===== src/rtl/alu_seq_if.sv =====
// rtl/alu_seq_if.sv - op request / result bundle between control unit and alu_seq
interface alu_seq_if #(
  parameter int WIDTH = 16
);
  logic             start;
  logic [7:0]       op;
  logic [WIDTH-1:0] a;
  logic [WIDTH-1:0] b;
  logic             cf;
  logic             busy;
  logic             done;
  logic [WIDTH-1:0] acc;
  logic [WIDTH-1:0] c;
  logic             c_flag;
  logic             z_flag;
  logic             o_flag;
  logic             err;

  modport master (
    output start, op, a, b, cf,
    input  busy, done, acc, c, c_flag, z_flag, o_flag, err
  );

  modport slave (
    input  start, op, a, b, cf,
    output busy, done, acc, c, c_flag, z_flag, o_flag, err
  );
endinterface


===== src/rtl/alu_seq.sv =====
// rtl/alu_seq.sv - multi-cycle ALU: single-cycle logic/arith ops plus a
// one-bit-per-cycle shift-add multiplier and restoring divider.
module alu_seq #(
  parameter int WIDTH = 16
) (
  input  logic     clk,
  input  logic     rst_n,
  alu_seq_if.slave bus
);
  localparam int HW = WIDTH / 2;
  localparam int CW = $clog2(WIDTH);

  localparam logic [7:0] OP_ADD  = 8'h01;
  localparam logic [7:0] OP_ADC  = 8'h02;
  localparam logic [7:0] OP_SUB  = 8'h03;
  localparam logic [7:0] OP_SUC  = 8'h04;
  localparam logic [7:0] OP_MULH = 8'h05;
  localparam logic [7:0] OP_MUL  = 8'h06;
  localparam logic [7:0] OP_DIVH = 8'h07;
  localparam logic [7:0] OP_DIV  = 8'h08;
  localparam logic [7:0] OP_CMP  = 8'h09;
  localparam logic [7:0] OP_AND  = 8'h0A;
  localparam logic [7:0] OP_NEG  = 8'h0B;
  localparam logic [7:0] OP_NOT  = 8'h0C;
  localparam logic [7:0] OP_OR   = 8'h0D;
  localparam logic [7:0] OP_SHL  = 8'h0E;
  localparam logic [7:0] OP_SHR  = 8'h0F;
  localparam logic [7:0] OP_XOR  = 8'h10;
  localparam logic [7:0] OP_TEST = 8'h11;

  typedef enum logic [1:0] {IDLE, RUN, FIN} state_t;
  state_t state, state_nxt;

  logic [CW-1:0]    cnt;
  logic             div_q;
  logic [WIDTH-1:0] opnd, work_hi, work_lo;

  logic [WIDTH-1:0] acc_q, c_q;
  logic             c_flag_q, z_flag_q, o_flag_q, err_q;

  logic             is_half, is_mul, is_div, div_zero, illegal, iter_op, accept, cin;
  logic [WIDTH-1:0] a_x, b_x, logic_r, hi_n, lo_n;
  logic [WIDTH:0]   add_r, sub_r, mul_sum, div_shift, div_diff;

  always_comb begin
    is_half  = (bus.op == OP_MULH) || (bus.op == OP_DIVH);
    is_mul   = (bus.op == OP_MULH) || (bus.op == OP_MUL);
    is_div   = (bus.op == OP_DIVH) || (bus.op == OP_DIV);
    a_x      = is_half ? {{(WIDTH-HW){1'b0}}, bus.a[HW-1:0]} : bus.a;
    b_x      = is_half ? {{(WIDTH-HW){1'b0}}, bus.b[HW-1:0]} : bus.b;
    div_zero = is_div && (b_x == '0);
    illegal  = (bus.op == 8'h00) || (bus.op > OP_TEST);
    iter_op  = is_mul || (is_div && !div_zero);
    accept   = bus.start && (state != RUN);
    cin      = ((bus.op == OP_ADC) || (bus.op == OP_SUC)) && bus.cf;
    add_r    = {1'b0, bus.a} + {1'b0, bus.b} + {{WIDTH{1'b0}}, cin};
    sub_r    = {1'b0, bus.a} - {1'b0, bus.b} - {{WIDTH{1'b0}}, cin};
    logic_r  = '0;
    case (bus.op)
      OP_AND:  logic_r = bus.a & bus.b;
      OP_NEG:  logic_r = ~bus.a;
      OP_NOT:  logic_r = {{(WIDTH-1){1'b0}}, (bus.a == '0)};
      OP_OR:   logic_r = bus.a | bus.b;
      OP_SHL:  logic_r = {bus.a[WIDTH-2:0], 1'b0};
      OP_SHR:  logic_r = {1'b0, bus.a[WIDTH-1:1]};
      OP_XOR:  logic_r = bus.a ^ bus.b;
      default: logic_r = '0;
    endcase
  end

  // {work_hi, work_lo} is the product shifting right, or remainder:quotient shifting left
  always_comb begin
    mul_sum   = {1'b0, work_hi} + {1'b0, opnd & {WIDTH{work_lo[0]}}};
    div_shift = {work_hi, work_lo[WIDTH-1]};
    div_diff  = div_shift - {1'b0, opnd};
    hi_n      = mul_sum[WIDTH:1];
    lo_n      = {mul_sum[0], work_lo[WIDTH-1:1]};
    if (div_q) begin
      hi_n = div_diff[WIDTH] ? div_shift[WIDTH-1:0] : div_diff[WIDTH-1:0];
      lo_n = {work_lo[WIDTH-2:0], ~div_diff[WIDTH]};
    end
  end

  always_ff @(posedge clk or negedge rst_n) begin
    if (!rst_n) state <= IDLE;
    else        state <= state_nxt;
  end

  always_comb begin
    state_nxt = state;
    case (state)
      IDLE, FIN: begin
        if (bus.start) state_nxt = iter_op ? RUN : FIN;
        else           state_nxt = IDLE;
      end
      RUN:     if (cnt == '0) state_nxt = FIN;
      default: state_nxt = IDLE;
    endcase
  end

  always_ff @(posedge clk or negedge rst_n) begin
    if (!rst_n) begin
      cnt      <= '0;
      div_q    <= 1'b0;
      opnd     <= '0;
      work_hi  <= '0;
      work_lo  <= '0;
      acc_q    <= '0;
      c_q      <= '0;
      c_flag_q <= 1'b0;
      z_flag_q <= 1'b0;
      o_flag_q <= 1'b0;
      err_q    <= 1'b0;
    end else if (accept) begin
      if (iter_op) begin
        div_q   <= is_div;
        opnd    <= is_div ? b_x : a_x;
        work_hi <= '0;
        work_lo <= is_div ? a_x : b_x;
        cnt     <= CW'(WIDTH - 1);
      end else if (illegal) begin
        err_q <= 1'b1;
      end else if (div_zero) begin
        acc_q    <= '1;
        c_q      <= a_x;
        z_flag_q <= 1'b0;
        err_q    <= 1'b1;
      end else begin
        err_q <= 1'b0;
        case (bus.op)
          OP_ADD, OP_ADC: begin
            acc_q    <= add_r[WIDTH-1:0];
            c_flag_q <= add_r[WIDTH];
            o_flag_q <= (bus.a[WIDTH-1] == bus.b[WIDTH-1]) && (add_r[WIDTH-1] != bus.a[WIDTH-1]);
            z_flag_q <= (add_r[WIDTH-1:0] == '0);
          end
          OP_SUB, OP_SUC: begin
            acc_q    <= sub_r[WIDTH-1:0];
            c_flag_q <= sub_r[WIDTH];
            o_flag_q <= (bus.a[WIDTH-1] != bus.b[WIDTH-1]) && (sub_r[WIDTH-1] != bus.a[WIDTH-1]);
            z_flag_q <= (sub_r[WIDTH-1:0] == '0);
          end
          OP_CMP: begin
            z_flag_q <= (bus.a == bus.b);
            c_flag_q <= (bus.a < bus.b);
            o_flag_q <= (bus.a > bus.b);
          end
          OP_TEST: z_flag_q <= (bus.a == bus.b);
          OP_SHL, OP_SHR: begin
            acc_q    <= logic_r;
            c_flag_q <= (bus.op == OP_SHL) ? bus.a[WIDTH-1] : bus.a[0];
            z_flag_q <= (logic_r == '0);
          end
          default: begin
            acc_q    <= logic_r;
            z_flag_q <= (logic_r == '0);
          end
        endcase
      end
    end else if (state == RUN) begin
      work_hi <= hi_n;
      work_lo <= lo_n;
      cnt     <= cnt - CW'(1);
      // results are published only on the last step so acc/c never show partials
      if (cnt == '0) begin
        acc_q    <= lo_n;
        c_q      <= hi_n;
        z_flag_q <= div_q ? (lo_n == '0) : ({hi_n, lo_n} == '0);
        err_q    <= 1'b0;
      end
    end
  end

  assign bus.busy   = (state == RUN);
  assign bus.done   = (state == FIN);
  assign bus.acc    = acc_q;
  assign bus.c      = c_q;
  assign bus.c_flag = c_flag_q;
  assign bus.z_flag = z_flag_q;
  assign bus.o_flag = o_flag_q;
  assign bus.err    = err_q;
endmodule

===== src/flat_wrapper.sv =====
// flat-port wrapper written by rule: the top's interface ports become plain ports
module alu_seq_flat 
#(
  parameter int WIDTH = 16
)
  (clk, rst_n, bus_start, bus_op, bus_a, bus_b, bus_cf, bus_busy, bus_done, bus_acc, bus_c, bus_c_flag, bus_z_flag, bus_o_flag, bus_err);
  alu_seq_if #(.WIDTH(WIDTH)) bus_i ();
  input  logic clk;
  input  logic rst_n;
  input wire logic [$bits(bus_i.start)-1:0] bus_start;
  input wire logic [$bits(bus_i.op)-1:0] bus_op;
  input wire logic [$bits(bus_i.a)-1:0] bus_a;
  input wire logic [$bits(bus_i.b)-1:0] bus_b;
  input wire logic [$bits(bus_i.cf)-1:0] bus_cf;
  output wire logic [$bits(bus_i.busy)-1:0] bus_busy;
  output wire logic [$bits(bus_i.done)-1:0] bus_done;
  output wire logic [$bits(bus_i.acc)-1:0] bus_acc;
  output wire logic [$bits(bus_i.c)-1:0] bus_c;
  output wire logic [$bits(bus_i.c_flag)-1:0] bus_c_flag;
  output wire logic [$bits(bus_i.z_flag)-1:0] bus_z_flag;
  output wire logic [$bits(bus_i.o_flag)-1:0] bus_o_flag;
  output wire logic [$bits(bus_i.err)-1:0] bus_err;
  assign bus_i.start = bus_start;
  assign bus_i.op = bus_op;
  assign bus_i.a = bus_a;
  assign bus_i.b = bus_b;
  assign bus_i.cf = bus_cf;
  assign bus_busy = bus_i.busy;
  assign bus_done = bus_i.done;
  assign bus_acc = bus_i.acc;
  assign bus_c = bus_i.c;
  assign bus_c_flag = bus_i.c_flag;
  assign bus_z_flag = bus_i.z_flag;
  assign bus_o_flag = bus_i.o_flag;
  assign bus_err = bus_i.err;
  alu_seq #(.WIDTH(WIDTH)) u_core (.clk(clk), .rst_n(rst_n), .bus(bus_i));
endmodule

===== config.mk =====
export PLATFORM = sky130hd
export DESIGN_NAME = alu_seq_flat
export DESIGN_NICKNAME = d
export VERILOG_FILES = /design/src/rtl/alu_seq_if.sv /design/src/rtl/alu_seq.sv /design/src/flat_wrapper.sv
export SDC_FILE = /design/constraint.sdc
export NUM_CORES = 1
export LEC_CHECK = 0
export BUFFER_PORTS_ARGS = -buffer_cell sky130_fd_sc_hd__buf_4
export CORE_MARGIN = 4
export CORE_UTILIZATION = 25
export DETAILED_ROUTE_END_ITERATION = 10
export GPL_ROUTABILITY_DRIVEN = 0
export GPL_TIMING_DRIVEN = 0
export PLACE_DENSITY_LB_ADDON = 0.3
export SYNTH_ARGS = -nofsm -noshare
export SYNTH_HDL_FRONTEND = slang
export SYNTH_SLANG_ARGS = --single-unit

===== constraint.sdc =====
create_clock -name clk -period 3 [get_ports clk]
set_clock_uncertainty 0.2 [all_clocks]
set_input_delay 0.15 -clock clk [delete_from_list [all_inputs] [get_ports clk]]
set_output_delay 0.15 -clock clk [all_outputs]
set_load 0.02 [all_outputs]

## Word-level counts from Yosys, hierarchy flattened

Index checks and enable logic that the tools add are counted.

- Bits in registers: 91
- Logic and storage cells: 153

- $add $sub $neg: 7
- Order comparisons: 3
- Eq/ne operators: 31
- Mux-type cells: 51
- Bitwise gates (word level): 9
- Reductions and logical operators: 40

Operators with widths:

| operator | number |
|---|---|
| $mux W16 | 25 |
| $pmux W16 S7 | 1 |
| $logic_not A16 Y1 | 6 |
| $eq A8 B4 Y1 const B | 8 |
| $pmux W16 S3 | 1 |
| $add A16 B16 Y17 | 2 |
| $and A16 B16 Y16 | 2 |
| $eq A8 B3 Y1 const B | 4 |
| $logic_not A32 Y1 | 1 |
| $reduce_and A5 Y1 | 4 |
| $add A17 B1 Y17 | 1 |
| $sub A16 B16 Y17 | 1 |
| $sub A17 B1 Y17 | 1 |
| $sub A17 B16 Y17 | 1 |
| $eq A16 B16 Y1 | 1 |
| $eq A8 B2 Y1 const B | 2 |
| $eq A8 B5 Y1 const B | 2 |
| $gt A16 B16 Y1 | 1 |
| $lt A16 B16 Y1 | 1 |
| $not A16 Y16 | 1 |
| $or A16 B16 Y16 | 1 |
| $xor A16 B16 Y16 | 1 |
| $mux W1 | 14 |
| $mux W4 | 3 |
| other kinds (28) | 56 |

## Longest topological paths before layout

- Word-level depth: 11
- Depth in mapped cells: 18
- Mapped depth without buffers: 16

## Least setup slack after synthesis

OpenSTA, ideal clock, no wires.

- Kind: input -> register
- Start point: input bus_op[0]
- End point: register u_core.o_flag_q (netlist: u_core.bus.o_flag)
- Data arrival time: 3665 ps
- Setup slack: -995 ps
- Stages: 17
- Path buffers: 3
- Path through: buf_1 clkbuf_1 clkbuf_1 nand4b_1 inv_1 fa_1 inv_1 ha_1 o21a_1 o221a_2 a221oi_1 nor2_1 o22a_1 xor2_1 a311o_1 a21oi_1 o21ai_1

- Longest elaborated chain between the ends: 10

Ends and longest elaborated chain:

| what | RTL line | source |
|---|---|---|
| start, declared | flat_wrapper.sv:11 | `input wire logic [$bits(bus_i.op)-1:0] bus_op;` |
| parallel branches: the longest is 10 deep, another holds $sub A17 B1 Y17 | n/a |  |
| end signal, assigned | alu_seq.sv:134 | `o_flag_q <= (bus.a[WIDTH-1] == bus.b[WIDTH-1]) && (add_r[WIDTH-1] != bus.a[WIDTH-1]);` |
| end signal, assigned | alu_seq.sv:140 | `o_flag_q <= (bus.a[WIDTH-1] != bus.b[WIDTH-1]) && (sub_r[WIDTH-1] != bus.a[WIDTH-1]);` |
| end signal, assigned | alu_seq.sv:146 | `o_flag_q <= (bus.a > bus.b);` |
| end, declared | alu_seq.sv:39 | `logic c_flag_q, z_flag_q, o_flag_q, err_q;` |

Parallel ways; which one is timed is not known.
A chain may end at the register's enable or synchronous reset.

## Final worst setup path

- Start point: input bus_op[7]
- End point: register u_core.z_flag_q (netlist: u_core.bus.z_flag)

- Longest elaborated chain between the ends: 10

Ends and longest elaborated chain:

| what | RTL line | source |
|---|---|---|
| $eq A8 B2 Y1, or another cell as far along | alu_seq.sv:55, alu_seq.sv:130 |  |
| $logic_or A1 B1 Y1 (on tied branches) | alu_seq.sv:55, alu_seq.sv:46 |  |
| $logic_and A1 B1 Y1 / $mux W16 (equally long branches) | alu_seq.sv:55, alu_seq.sv:50 |  |
| $sub A17 B1 Y17, or another cell as far along | alu_seq.sv:57 | `sub_r = {1'b0, bus.a} - {1'b0, bus.b} - {{WIDTH{1'b0}}, cin};` |
| $logic_not A16 Y1, or another cell as far along | alu_seq.sv:141 | `z_flag_q <= (sub_r[WIDTH-1:0] == '0);` |
| $pmux W1 S3 / $logic_not A1 Y1 (equally long branches) | alu_seq.sv:130, alu_seq.sv:53 |  |
| $mux W1 / $logic_and A1 B1 Y1 (equally long branches) | alu_seq.sv:123, alu_seq.sv:53 |  |
| $mux W1 / $logic_or A1 B1 Y1 (equally long branches) | alu_seq.sv:121, alu_seq.sv:53 |  |
| $mux W1 / $ne A2 B2 Y1 (equally long branches) | n/a |  |
| $mux W1 / $reduce_and A4 Y1 (equally long branches) | n/a |  |
| end signal, assigned | alu_seq.sv:135 | `z_flag_q <= (add_r[WIDTH-1:0] == '0);` |
| end signal, assigned | alu_seq.sv:141 |  |
| end signal, assigned | alu_seq.sv:144 | `z_flag_q <= (bus.a == bus.b);` |
| end, declared | alu_seq.sv:39 |  |

Several ways; a longest one is shown, not always the timed one. The select of a mux whose other input is x is not followed.

==> impl_metrics.json <==
{
  "outcome": "finished with violations",
  "violations": "negative setup slack",
  "pwr-share-seq_pct": 22.4,
  "start_kind": "primary input",
  "num_vias": 11700,
  "grt_max_degree": 92,
  "holdPathStages": 3,
  "p_leak_nw": 5.95,
  "internal_power_mw": 4.82,
  "core_area_um2": 42100,
  "ant_nets": 0,
  "seq_area_frac_synth_pct": 21.3,
  "crit_required_ns": 3.09,
  "cts.reportedPaths.clkPinSlew_ns": 0.07,
  "chipHeight_um": 215,
  "syn-instance-count": 1374,
  "synth_top_family_by_area": "compound AO/OA/AOI/OAI gates",
  "track_usage_pct": 19.8,
  "antenna_found_initial": 0,
  "synth_flop_cell": "dfrtp_1",
  "arrival_ns": 4.09,
  "layout_commonest_cell": "nand2_1",
  "pin_count": 82,
  "swShare_pct": 46.8,
  "fin_nets": 1682,
  "power_frac_clock_pct": 13.4,
  "synth_mux_area_share_pct": 3.77,
  "r2r_end": "u_core.bus.z_flag",
  "slew_viol_final": 0,
  "clock-sinks": 91,
  "synth_edf_count": 0,
  "routedWlPerCell_um": 23.0,
  "r2r_start": "u_core.opnd[5]",
  "synth-simple-area-share_pct": 22.0,
  "ys_ff_latch": 91,
  "fp.dieW_um": 215,
  "fmax_mhz": 250,
  "dr.pass1.iters": 6,
  "cts_max_level": 3,
  "avgSynthCellArea_um2": 7.77,
  "overflow": 0,
  "powerDensity_nw_per_um2": 647,
  "path_max_fanout": 5,
  "worst_slack_ns": -1.00,
  "hold-worst-slack_ns": 0.0287,
  "hp-class": "in -> reg",
  "viasPerCell": 5.68,
  "cts_root_buf": "clkbuf_16",
  "path_class": "in -> reg",
  "slew_headroom_pct": 17.1,
  "grt_pass1_wl_um": 71500,
  "power.switching_mw": 4.24,
  "maxCapViolCount": 0,
  "yosysWarnings": 0,
  "synth_xor_area_share_pct": 3.77,
  "grt_pass1_vias": 11500,
  "drc_errors": 0,
  "drt_iter0_markers": 1229,
  "dieArea_um2": 46100,
  "final-hold-violation-count": 0,
  "drive_gt1_share_pct": 23.5,
  "numPortBuffers": 81,
  "wirelength_um": 47500,
  "worst_pin_slew_ns": 1.24,
  "end_kind": "flip-flop",
  "synthAdderAreaFrac_pct": 14.2,
  "pre_cts_ws_ns": -2.12,
  "min_to": "u_core.opnd[5]",
  "finalSetupViolCount": 59,
  "synth_compound_area_share_pct": 28.8,
  "area_growth_pct": 31.1,
  "syn-num-nets": 1536,
  "n_antenna_cell": 0,
  "initial_core_util_pct": 25.3,
  "fin_crit_sh_pct": 133,
  "cts_tree": "built",
  "cts_buffers": 9,
  "ir_drop_mv": 0.387,
  "clockBufferDepth": 2,
  "hold_start": "bus_b[5]",
  "mostFrequentLayoutCells": "nand2_1, buf_4, ha_1",
  "rrSetupSlack_ns": -0.59,
  "worstRegToRegCells": 13,
  "rsz0062_at_grt": "yes",
  "async_reset_ff_share_pct": 100,
  "dp_hpwl_um": 36600,
  "p_comb_share_pct": 64.3,
  "placementRows": 75,
  "post-route-min-period_ns": 4.00,
  "netlist_area_um2": 10700,
  "clk_latency_ns": 0.36,
  "synth_cell_type_count": 89
}
==> how the worst max path moves through the flow <==
stage               startpoint            endpoint  slack, ns  cells after the start
floorplan            bus_op[7]   u_core.bus.o_flag      -0.77                     15
global placement     bus_op[1]  u_core.bus.acc[14]      -2.13                     16
detailed placement   bus_op[1]  u_core.bus.acc[14]      -2.12                     16
CTS                  bus_op[7]   u_core.bus.z_flag      -0.94                     16
global route         bus_op[7]   u_core.bus.z_flag      -1.08                     15
finish               bus_op[7]   u_core.bus.z_flag      -1.00                     15
==> timing repair <==
item | in CTS | in global routing
setup buffers | 36 | 17
hold buffers | 5 | 0
gates resized for setup | 188 | 66
endpoints found under the setup margin | 86 | 71
pin swaps | 59 | 47
endpoints found under the hold margin | 96 | 0
==> sequential cells by signal, summed over array words and instances (netlist names), 2 cells and up <==
signal	flops
u_core.state	2
u_core.cnt	4
u_core.bus.acc	16
u_core.bus.c	16
u_core.opnd	16
u_core.work_hi	16
u_core.work_lo	16
==> power groups by stage <==
| stage | registers [mW] | clock network, mW | logic [mW] |
|---|---|---|---|
| finish | 2.03 | 1.21 | 5.82 |
| global route | 2.07 | 1.27 | 6.26 |
| CTS | 2.01 | 1.22 | 5.41 |
| detailed placement | 2.03 | 0 | 4.47 |
| global placement | 2.03 | 0 | 4.44 |
| floorplan | 2.10 | 0 | 2.90 |
==> cells in the mapped netlist, drive strengths merged, types with 29 or more instances <==
cell type / count / area share (%)
a211oi: 37 / 2.7
clkbuf: 47 / 1.7
nor3: 33 / 1.5
nand2: 131 / 4.6
a21o: 39 / 2.7
dfrtp: 91 / 21
mux2i: 32 / 3.0
o21ai: 106 / 5.0
inv: 87 / 3.1
ha: 112 / 13
nor2: 90 / 3.2
a21oi: 84 / 3.9
and2: 29 / 1.7
nand3: 39 / 1.8
==> stage by stage <==
step           std cells  power, mW  utilization [%]  TNS (ns)  instance area (um^2)
4_1_cts             2048       8.65             32.3    -13.05                 13600
3_5_place_dp        1994       6.50             28.8    -62.35                 12100
5_1_grt             2064       9.61             33.2    -22.02                 14000
3_3_place_gp        1994       6.48             28.8    -61.96                 12100
6_report            2064       9.06             33.2    -17.40                 14000
2_1_floorplan       1374       5.00                -     -5.97                 10800
==> layout make-up <==
cell class,count,area (um^2)
Multi-Input combinational cell,1121,8880
Clock buffer,10,229
Inverter,88,330
Clock inverter,6,71.3
Sequential cell,91,2280
Timing Repair Buffer,139,1140
Fill cell,4414,28100
Buffer,70,393
Tap cell,539,674
==> cell families (layout without fill, tap and decap cells) <==
logic type	count (synthesis)	count (layout)
adders and majority gates	118	118
xor gates and xnor gates	46	46
AOI/OAI and AO/OA	452	452
and+or+nand+nor	466	466
buffers and inverters	162	313
DFF	91	91
muxes	39	39
==> critical path, stage by stage <==
cell and delay [ns]:
buf_6 0.09, or4_4 0.58, nor2_4 0.13, nand4b_1 0.17, fa_2 0.42, fa_2 0.42, o211ai_1 0.31, a21boi_2 0.13
o21a_1 0.21, or3_4 0.39, a2111oi_4 0.35, nand4b_1 0.17, o31ai_1 0.23, o211ai_1 0.22, o21ai_1 0.13
==> routing by layer <==
layer | track usage, % | vias up | routed length [um]
met4 | 5.25 | 0 | 1350
met5 | 0 | - | 0
met3 | 3.19 | 94 | 3660
li1 | - | 5377 | -
met1 | 26.4 | 5702 | 20200
met2 | 33.4 | 548 | 22300
(Power assumes the default switching activity.)
